File: src/rtl/crc_stream_param.sv
// Parametrised streaming CRC generator/checker: valid/ready word input, one DW-bit word per clock,
// finished CRC presented on a valid/ready output. Define CRC_CHECK_EN to add the crc_match output.
module crc_stream_param #(
    parameter int          CW      = 32,
    parameter int          DW      = 32,
    parameter logic [31:0] POLY    = 32'h04C11DB7,
    parameter logic [31:0] INIT    = 32'hFFFFFFFF,
    parameter logic [31:0] XOROUT  = 32'hFFFFFFFF,
    parameter bit          REFIN   = 1'b1,
    parameter bit          REFOUT  = 1'b1,
    parameter logic [31:0] RESIDUE = 32'h2144DF1C
) (
    input  logic          clk,
    input  logic          rst,
    input  logic [DW-1:0] in_data,
    input  logic          in_valid,
    input  logic          in_sof,
    input  logic          in_eof,
    output logic          in_ready,
    output logic [CW-1:0] crc_out,
    output logic          crc_valid,
    input  logic          crc_ready,
    output logic [15:0]   frame_cnt
`ifdef CRC_CHECK_EN
    ,
    output logic          crc_match
`endif
);

    typedef enum logic [1:0] {
        S_IDLE = 2'd0,
        S_ACC  = 2'd1,
        S_OUT  = 2'd2
    } state_e;

    localparam logic [CW-1:0] POLY_W   = POLY[CW-1:0];
    localparam logic [CW-1:0] INIT_W   = INIT[CW-1:0];
    localparam logic [CW-1:0] XOROUT_W = XOROUT[CW-1:0];

    // Bit-serial shift-left LFSR unrolled over the whole word; byte 0 is in_data[7:0] when
    // REFIN=1 (each byte LSB first), otherwise the top byte, MSB first.
    function automatic logic [CW-1:0] crc_update(input logic [CW-1:0] crc_in,
                                                 input logic [DW-1:0] data);
        logic [CW-1:0] r;
        logic          din;
        logic          fb;
        r = crc_in;
        for (int b = 0; b < DW / 8; b++) begin
            for (int i = 0; i < 8; i++) begin
                din = REFIN ? data[8 * b + i] : data[DW - 1 - 8 * b - i];
                fb  = r[CW-1] ^ din;
                r   = {r[CW-2:0], 1'b0} ^ (fb ? POLY_W : '0);
            end
        end
        return r;
    endfunction

    function automatic logic [CW-1:0] bit_reverse(input logic [CW-1:0] v);
        logic [CW-1:0] r;
        r = '0;
        for (int i = 0; i < CW; i++) begin
            r[i] = v[CW - 1 - i];
        end
        return r;
    endfunction

    state_e        state_q,     state_d;
    logic [CW-1:0] crc_reg_q,   crc_reg_d;
    logic [CW-1:0] crc_out_q,   crc_out_d;
    logic          crc_valid_q, crc_valid_d;
    logic          in_ready_q,  in_ready_d;
    logic [15:0]   frame_cnt_q, frame_cnt_d;
`ifdef CRC_CHECK_EN
    localparam logic [CW-1:0] RESIDUE_W = RESIDUE[CW-1:0];
    logic          crc_match_q, crc_match_d;
`endif

    logic          accept;
    logic [CW-1:0] crc_seed;
    logic [CW-1:0] crc_next;
    logic [CW-1:0] crc_final;

    always_comb begin
        // NOTE: every variable gets a default before the case so no path leaves one unassigned (no latches).
        state_d     = state_q;
        crc_reg_d   = crc_reg_q;
        crc_out_d   = crc_out_q;
        crc_valid_d = crc_valid_q;
        frame_cnt_d = frame_cnt_q;
`ifdef CRC_CHECK_EN
        crc_match_d = crc_match_q;
`endif

        accept    = in_valid & in_ready_q;
        crc_seed  = in_sof ? INIT_W : crc_reg_q;
        crc_next  = crc_update(crc_seed, in_data);
        crc_final = (REFOUT ? bit_reverse(crc_next) : crc_next) ^ XOROUT_W;

        case (state_q)
            S_IDLE: begin
                if (accept && in_sof) begin
                    crc_reg_d = crc_next;
                    state_d   = in_eof ? S_OUT : S_ACC;
                end
            end
            S_ACC: begin
                // A sof here restarts the frame: crc_seed already selects INIT.
                if (accept) begin
                    crc_reg_d = crc_next;
                    if (in_eof) begin
                        state_d = S_OUT;
                    end
                end
            end
            S_OUT: begin
                if (crc_ready) begin
                    state_d     = S_IDLE;
                    crc_valid_d = 1'b0;
                    frame_cnt_d = frame_cnt_q + 16'd1;
                end
            end
            default: begin
                state_d = S_IDLE;
            end
        endcase

        // Result is captured on the same edge that accepts the eof word.
        if (state_q != S_OUT && state_d == S_OUT) begin
            crc_out_d   = crc_final;
            crc_valid_d = 1'b1;
`ifdef CRC_CHECK_EN
            crc_match_d = (crc_final == RESIDUE_W);
`endif
        end

        in_ready_d = (state_d != S_OUT);
    end

    // NOTE: sequential state uses non-blocking assignments so all flops update together on the edge.
    always_ff @(posedge clk) begin
        if (rst) begin
            state_q     <= S_IDLE;
            crc_reg_q   <= INIT_W;
            crc_out_q   <= '0;
            crc_valid_q <= 1'b0;
            in_ready_q  <= 1'b1;
            frame_cnt_q <= 16'd0;
`ifdef CRC_CHECK_EN
            crc_match_q <= 1'b0;
`endif
        end else begin
            state_q     <= state_d;
            crc_reg_q   <= crc_reg_d;
            crc_out_q   <= crc_out_d;
            crc_valid_q <= crc_valid_d;
            in_ready_q  <= in_ready_d;
            frame_cnt_q <= frame_cnt_d;
`ifdef CRC_CHECK_EN
            crc_match_q <= crc_match_d;
`endif
        end
    end

    assign in_ready  = in_ready_q;
    assign crc_out   = crc_out_q;
    assign crc_valid = crc_valid_q;
    assign frame_cnt = frame_cnt_q;
`ifdef CRC_CHECK_EN
    assign crc_match = crc_match_q;
`else
    // Check mode compiled out: no residue comparator exists in this build.
`endif

endmodule

File: config.mk
export PLATFORM = sky130hd
export DESIGN_NAME = crc_stream_param
export DESIGN_NICKNAME = d
export VERILOG_FILES = /design/src/rtl/crc_stream_param.sv
export SDC_FILE = /design/constraint.sdc
export NUM_CORES = 1
export LEC_CHECK = 0
export BUFFER_PORTS_ARGS = -buffer_cell sky130_fd_sc_hd__buf_2
export CAP_MARGIN = 20
export CORE_ASPECT_RATIO = 1.5
export CORE_UTILIZATION = 40
export CTS_CLUSTER_SIZE = 8
export DETAILED_ROUTE_END_ITERATION = 7
export MAX_ROUTING_LAYER = met4
export PLACE_DENSITY_LB_ADDON = 0.25
export SYNTH_ARGS = -nofsm -noshare
export SYNTH_HDL_FRONTEND = slang
export SYNTH_SLANG_ARGS = --single-unit
File: constraint.sdc
create_clock -name clk -period 4.1 [get_ports clk]
set_input_delay 0.205 -clock clk [delete_from_list [all_inputs] [get_ports clk]]
set_output_delay 0.205 -clock clk [all_outputs]
set_load 0.03 [all_outputs]
-- Yosys cells after proc, flatten, opt, wreduce, memory -nomap -nowiden
Cells that the tools add are included.
- output and inout bits: 50
- word-level logic and storage cells: 134
- bits in registers: 84
- eq/ne operators: 7
- bitwise logic cells: 66
- muxes and demuxes: 45
- $add $sub $neg: 1
- reductions and logical operators: 9
- operator list (cell ; count):
    $xor A32 B27 Y32 ; 32
    $mux W27 ; 32
    $mux W32 ; 3
    $pmux W32 S2 ; 1
    $not A32 Y32 ; 1
    $xor A1 B1 Y1 ; 32
    $add A16 B1 Y16 const B ; 1
    $mux W2 ; 5
    $ne A2 B2 Y1 const B ; 4
    $pmux W2 S3 ; 1
    $reduce_bool A2 Y1 ; 3
    $eq A2 B2 Y1 const B ; 2
    $reduce_and A2 Y1 ; 2
    $mux W1 ; 3
    $reduce_and A3 Y1 ; 1
    $eq A2 B1 Y1 const B ; 1
    $logic_and A1 B1 Y1 ; 2
    $logic_not A2 Y1 ; 1
    $and A1 B1 Y1 ; 1

-- Longest topological paths before layout
Gate-level depths: netlist of the first run.
- depth after elaboration: 99
- gate-level depth with buffers: 12
- mapped depth without buffers: 10

-- Worst setup path after synthesis of the first run
Ideal clock, no wire load.
- path kind: register -> register
- start point: reg crc_reg_q[31]
- end point: reg crc_out_q[20], in the netlist crc_out[20]
- arrival: 3694 ps
- slack: 344 ps
- cell stages (with the launch flop): 12
- setup time: 62 ps
- required time: 4038 ps
- clock period less this slack: 3756 ps
- buffers on the path: 1
- cells stage by stage: dfxtp_1 -> buf_6 -> xnor2_1 -> nor2_2 -> xnor3_2 -> xnor3_4 -> xnor3_1 -> xor2_1 -> xnor3_2 -> xnor3_2 -> or4_1 -> nand3_1
- word-level cells in the longest chain between the ends: 46
- ends and longest elaborated chain (item ; line ; RTL):
    from (decl) ; 68 ; logic [CW-1:0] crc_reg_q, crc_reg_d;
    from (signal assigned) ; 153 ; crc_reg_q <= crc_reg_d;
    $mux W32 * ; 95 ; crc_seed = in_sof ? INIT_W : crc_reg_q;
    $xor A1 B1 Y1 * ; 51 ; fb = r[CW-1] ^ din;
    $mux W27 * ; 52 ; r = {r[CW-2:0], 1'b0} ^ (fb ? POLY_W : '0);
    $xor A32 B27 Y32 * (6 in a row) ; 52 ;
    $xor A1 B1 Y1 ; 51 ;
    $mux W27 ; 52 ;
    $xor A32 B27 Y32 * (6 in a row) ; 52 ;
    $xor A1 B1 Y1 ; 51 ;
    (+9 left out) ; -- ;
    $xor A32 B27 Y32 * (6 in a row) ; 52 ;
    $xor A1 B1 Y1 ; 51 ;
    $mux W27 ; 52 ;
    $xor A32 B27 Y32 * (6 in a row) ; 52 ;
    $xor A1 B1 Y1 ; 51 ;
    $mux W27 ; 52 ;
    $xor A32 B27 Y32 * (2 in a row) ; 52 ;
    $not A32 Y32 (no line) * ; -- ;
    to (signal assigned) ; 154 ; crc_out_q <= crc_out_d;
    to (decl) ; 69 ; logic [CW-1:0] crc_out_q, crc_out_d;
Mark *: on every way between the ends. The rest lies on a longest branch, timed or not.
A chain may end at the register's enable or synchronous reset.

-- Worst setup path after layout of the first run
- start point: reg crc_reg_q[25]
- end point: reg crc_out_q[20], in the netlist crc_out[20]
- word-level cells in the longest chain between the ends: 44
- ends and longest elaborated chain (item ; line):
    $mux W32 * ; 95
    $xor A32 B27 Y32 * (6 in a row) ; 52
    $xor A1 B1 Y1 * ; 51
    $mux W27 * ; 52
    $xor A32 B27 Y32 * (6 in a row) ; 52
    $xor A1 B1 Y1 ; 51
    $mux W27 ; 52
    $xor A32 B27 Y32 * (6 in a row) ; 52
    (+2 left out) ; --
    $xor A32 B27 Y32 * (6 in a row) ; 52
    $xor A1 B1 Y1 ; 51
    $mux W27 ; 52
    $xor A32 B27 Y32 * (6 in a row) ; 52
    $xor A1 B1 Y1 ; 51
    $mux W27 ; 52
    $xor A32 B27 Y32 * (2 in a row) ; 52
    $not A32 Y32 (no line) * ; --
Marked as above.

==> results of run 1 <==
sequential cells by signal, summed over array words and instances, names as in the netlist:
name,count
crc_out,32
crc_reg_q,32
frame_cnt,16
crc_valid,1
state_q,2
in_ready,1
logic make-up after synthesis:
family	after synthesis
XOR/XNOR	291
adder cells (fa/ha/maj)	1
flip-flops	84
AND/OR/NAND/NOR	182
multiplexers	1
buffers and inverters	44
AO/OA/AOI/OAI	73
final cells by class:
type                            instances  area (µm²)  area share
Inverter                                5        18.8     0.00226
Multi-Input combinational cell        548        5180       0.622
Sequential cell                        84        1680       0.202
Clock inverter                          6        72.6     0.00872
Clock buffer                           10         239      0.0287
Tap cell                              213         267      0.0320
Timing Repair Buffer                  141         861       0.103
tightest hold or removal path: cells and delay by family:
family / cells / cell delay (ps)
AND/OR/NAND/NOR: 2 / 200
buffers and inverters: 1 / 90
how the worst min path moves through the flow:
stage                start          end  slack, ps
2_1_floorplan     in_valid   state_q[0]        430
3_3_place_gp    crc_out[3]   crc_out[3]        440
3_5_place_dp   crc_out[25]  crc_out[25]        450
4_1_cts           in_valid   state_q[0]        190
5_1_grt           in_valid   state_q[0]        210
6_report            in_eof   state_q[0]        200
per-layer routing:
layer | vias up | track usage
met1 | 2484 | 0.268
met5 | - | -
li1 | 2466 | -
met2 | 158 | 0.436
met3 | 40 | 0.0283
met4 | 0 | 0.112
stage by stage:
step | area [µm²] | TNS [ps] | hold WS [ps]
floorplan | 7060 | 0 | 426
global placement | 7960 | -262 | 445
detailed placement | 7960 | 0 | 451
CTS | 8290 | -2.05 | 189
global route | 8320 | 0 | 211
finish | 8320 | 0 | 204
placed cells by master, fill, tap and decap left out, drive strengths merged, types with 3 or more instances in the layout:
cell      count
inv           5
nand3         9
o211ai       17
buf         141
nor2         77
o21ai        16
a21oi        26
and2          5
or3           5
clkinvlp      3
a211oi        3
a211o         3
nor3         17
xor2         58
o21ba         3
and3          8
dfxtp        84
xnor3        70
nand2        51
clkbuf       10
nor4          3
xnor2       157
xor3          6
==> results.py, run 1 <==
metrics = {
    "status": {
        "outcome": "completed",
    },
    "global_route": {
        "track_usage": 0.242,
        "grt_max_degree": 41,
        "grt_pass1_wl_um": 31800,
        "overflow": 0,
        "antenna_found_initial": 0,
        "first_global_vias": 5339,
    },
    "synth": {
        "syn-num-nets": 715,
        "synthSimpleGateAreaFrac": 0.115,
        "synthAdderAreaFrac": 0.00177,
        "synthMuxAreaShare": 0.00142,
        "synth_top_area_cell": "dfxtp_1",
        "ys_seq_area_frac": 0.238,
        "synth.distinct_cells": 47,
        "synthTopCellsByArea": "dfxtp_1 24%, xnor3_1 19%, xnor2_1 17%",
        "synthCells": 676,
        "yosysWarnings": 0,
        "syn-cell-area_mm2": 0.00706,
        "synth_commonest_cells": "136 x xnor2_1, 84 x dfxtp_1, 71 x nor2_1",
        "synth_compound_area_frac": 0.0645,
        "yosysTopAreaCellShare": 0.238,
        "synth-seq-cells": 84,
        "yosysMostFrequentCell": "xnor2_1",
        "ys_async_sr_fraction": 0,
        "synth_top_family_by_area": "XOR/XNOR gates",
        "syn_area_per_cell_um2": 10.4,
        "synth_xor_area_frac": 0.548,
        "synth_edf_count": 0,
        "ys.flop_type": "dfxtp_1",
    },
    "setup_path": {
        "reg2reg_to": "crc_out[20]",
        "cp_top_family": "XOR/XNOR gates",
        "worst_ep_arrival_time_ps": 4210,
        "cp_num_buf_inv": 0,
        "crit_chain": "xnor2_2, nor2_4, xnor2_2, xnor3_1, xnor3_1, xnor2_1, xnor2_1, xnor3_1, or4_1, nand3_1",
        "crit_slowest_cell": "xnor3_1",
        "worstSetupPathType": "reg2reg",
        "end_kind": "flop",
        "crit_path_frequent_cell": "xnor3_1",
        "max_stage_delay_ps": 570,
        "ff2ff_path_depth": 10,
        "startpoint": "crc_reg_q[25]",
        "r2r_slack_ps": 180,
        "setup.worst_path.end": "crc_out[20]",
        "required_ps": 4380,
        "r2r-start": "crc_reg_q[25]",
        "cp-start-kind": "flop",
        "critPathMaxFanout": 4,
        "critical_path_depth": 10,
    },
    "floorplanning": {
        "die_area_mm2": 0.0182,
        "die_x_um": 110,
        "rows": 59,
        "die_y_um": 165,
        "core_mm2": 0.0173,
        "pin_count": 88,
        "start_util": 0.409,
    },
    "finish": {
        "area_growth_pct": 17.9,
        "utilization": 0.482,
        "diodes": 0,
        "fill_cells": 1640,
        "fin_nets": 828,
        "fin_cells": 1007,
        "drive_gt1_frac": 0.261,
    },
    "sta": {
        "finalHoldViolCount": 0,
        "rsz0062_at_grt": "no",
        "worst_slew_pin_slew_ps": 754,
        "fin_crit_ps": 3920,
        "setup_ws_ps": 177,
        "finalMaxSlewViolations": 0,
        "fmax_ghz": 0.255,
        "setup_violations": 0,
        "finClkSkew_ps": 11.0,
        "slew_headroom": 0.497,
        "period_share": 0.957,
    },
    "job": {
        "max_cap_viol_count": 0,
    },
    "route": {
        "route.detailed.drc": 0,
        "vias": 5148,
        "wl_met1_um": 8030,
        "wl_per_cell_um": 20.4,
        "postRouteAntennaNets": 0,
        "wl_met2_um": 10800,
        "dr_wl_met3_um": 801,
        "wl_um": 20600,
        "top_layer": "met4",
        "drt_iter0_markers": 276,
        "dr.pass1.iters": 4,
        "viasPerCell": 5.11,
    },
    "clocking": {
        "post_cts_resized": 2,
        "clockBufferDepth": 2,
        "cts.clk_slew.worst_paths_ps": 60,
        "cts_tree": "built",
        "cts_root_buf": "clkbuf_16",
        "h-tree-depth": 3,
        "cts_made_buffers": 9,
        "clk_latency_ps": 350,
        "cts_sinks": 84,
        "cts_setup_buffers": 0,
        "ctsHoldBuffers": 0,
    },
    "place": {
        "gp_congestion": 0.939,
        "place_ws_ps": 2.81,
        "place_hpwl_um": 16800,
        "io_buffers": 87,
        "dp.cells": 990,
    },
    "hold_path": {
        "hold_depth": 3,
        "min_path_type": "in2reg",
    },
}
Power of run 1 is not shown: default switching activity piles up to over one toggle a cycle in this logic, so the estimate is an artifact.
==> run 2, diff against run 1 <==
--- a/config.mk
+++ b/config.mk
@@ -8,6 +8,7 @@
 export BUFFER_PORTS_ARGS = -buffer_cell sky130_fd_sc_hd__buf_2
 export CAP_MARGIN = 20
 export CORE_ASPECT_RATIO = 1.5
+export CORE_MARGIN = 2
 export CORE_UTILIZATION = 40
 export CTS_CLUSTER_SIZE = 8
 export DETAILED_ROUTE_END_ITERATION = 7
==> constraint.sdc (replaced) <==
create_clock -name clk -period 4.2 [get_ports clk]
set_input_delay 0.21 -clock clk [delete_from_list [all_inputs] [get_ports clk]]
set_output_delay 0.21 -clock clk [all_outputs]
set_load 0.03 [all_outputs]
==> run 2 against run 1 <==
Against the previous run: sequential cell count unchanged; via count down 2.7%; first-iteration DRC count down 8.0%; critical path type unchanged; highest routed layer unchanged.
==> results.py, run 2 (synthesis gave the netlist of run 1 again) <==
metrics = {
    "floorplanning": {
        "start_util": 0.407,
        "die_area_mm2": 0.0187,
        "rows": 59,
        "die_x_um": 112,
        "core_mm2": 0.0173,
        "pin_count": 88,
        "die_y_um": 167,
    },
    "sta": {
        "fmax_ghz": 0.247,
        "fin_crit_ps": 4050,
        "slew_headroom": 0.532,
        "worst_slew_pin_slew_ps": 699,
        "period_share": 0.965,
        "finClkSkew_ps": 8.62,
        "finalHoldViolCount": 0,
        "finalMaxSlewViolations": 0,
        "setup_violations": 0,
        "rsz0062_at_grt": "no",
        "fin_tns_setup_ps": 0,
    },
    "finish": {
        "fin_cells": 1006,
        "fin_nets": 827,
        "regArea_mm2": 0.00168,
        "drive_gt1_frac": 0.255,
        "layout_commonest_cell": "xnor2_1",
        "fill_cells": 1662,
        "area_growth_pct": 17.9,
        "mostFrequentLayoutCells": "136 x xnor2_1, 87 x buf_2, 84 x dfxtp_1, 71 x nor2_1, 58 x xnor3_1",
        "multiInputGateArea_mm2": 0.00516,
        "diodes": 0,
    },
    "hold_path": {
        "holdPathEnd": "state_q[0]",
        "hp-start": "in_eof",
        "min_path_type": "in2reg",
        "hold_depth": 3,
    },
    "setup_path": {
        "r2r-start": "crc_reg_q[28]",
        "end_kind": "flop",
        "cp_num_buf_inv": 1,
        "startpoint": "crc_reg_q[28]",
        "ff2ff_path_depth": 11,
        "max_stage_delay_ps": 610,
        "worstSetupPathType": "reg2reg",
        "r2r_slack_ps": 150,
        "required_ps": 4480,
        "worst_ep_arrival_time_ps": 4330,
        "reg2reg_to": "crc_out[20]",
        "cp-start-kind": "flop",
        "crit_chain": "xnor2_1, nor2_2, xnor3_2, xnor3_4, xnor2_4, xnor2_4, xor2_1, buf_4, xnor3_1, or4_1, nand3_1",
        "crit_slowest_cell": "dfxtp_1",
        "critPathMaxFanout": 7,
        "cp_top_family": "XOR/XNOR gates",
        "crit_path_frequent_cell": "xnor2_4",
    },
    "global_route": {
        "first_global_vias": 5304,
        "grt_max_degree": 62,
        "antenna_found_initial": 0,
        "track_usage": 0.231,
        "overflow": 0,
        "grt_pass1_wl_um": 31400,
    },
    "place": {
        "io_buffers": 87,
        "place_hpwl_um": 17100,
        "dp.cells": 989,
        "gp_congestion": 0.957,
    },
    "clocking": {
        "cts_setup_buffers": 0,
        "clockBufferDepth": 2,
        "cts_made_buffers": 9,
        "cts_root_buf": "clkbuf_16",
        "ctsHoldBuffers": 0,
        "cts.clk_slew.worst_paths_ps": 60,
        "cts_sinks": 84,
        "post_cts_resized": 0,
        "clk_latency_ps": 340,
        "h-tree-depth": 3,
        "cts_tree": "built",
    },
    "route": {
        "postRouteAntennaNets": 0,
        "wl_per_cell_um": 20.4,
        "route.detailed.drc": 0,
        "vias": 5007,
        "drt_iter0_markers": 254,
        "wl_um": 20500,
        "viasPerCell": 4.98,
        "dr.pass1.iters": 4,
    },
    "job": {
        "max_cap_viol_count": 0,
    },
    "status": {
        "outcome": "completed",
    },
}
## run 2: changes by cell type in the layout (fill, tap and decap cells not counted), moves of 2 or more
cell,change
dfxtp_2,-2
clkinvlp_4,-2
bufinv_16,+2
xnor2_2,-2
xnor2_1,+2
dfxtp_1,+2
## run 2: worst min-delay path: stages
cell    delay (ps)
buf_2          100
and3_1         150
nor4_1          50
## run 2: how the worst max path moves through the flow
stage	endpoint	slack, ps	cells after the start
CTS	crc_out[26]	110	11
detailed placement	crc_reg_q[5]	120	11
floorplan	crc_out[20]	440	11
global placement	crc_reg_q[5]	170	11
finish	crc_out[20]	150	11
global route	crc_out[20]	10	11
## run 2: metrics by stage
step	instance area [µm²]	utilization	setup WS (ps)	hold WS [ps]
after global routing	8320	0.480	10.6	217
after global placement	7960	0.459	168	445
after detailed placement	7960	0.459	123	449
final	8320	0.480	149	209
after floorplan	7060	-	444	431
after CTS	8300	0.479	111	201
## run 2: final cells by class
| type | instances | share of cell area |
|---|---|---|
| multi-input cells | 548 | 0.621 |
| flip-flops and latches | 84 | 0.202 |
| repair buffers | 140 | 0.101 |
| well taps | 213 | 0.0320 |
| clock buffers | 9 | 0.0271 |
| clock inverters | 7 | 0.0147 |
| inverters | 5 | 0.00226 |
## run 2: metal layers
metal | global-route usage | wire [µm] | vias to the layer above
met5 | - | 0 | -
met3 | 0.0302 | 769 | 39
met2 | 0.406 | 10800 | 131
li1 | - | - | 2462
met4 | 0.117 | 1150 | 0
met1 | 0.253 | 7860 | 2375
Power of run 2 is left out for the same reason.
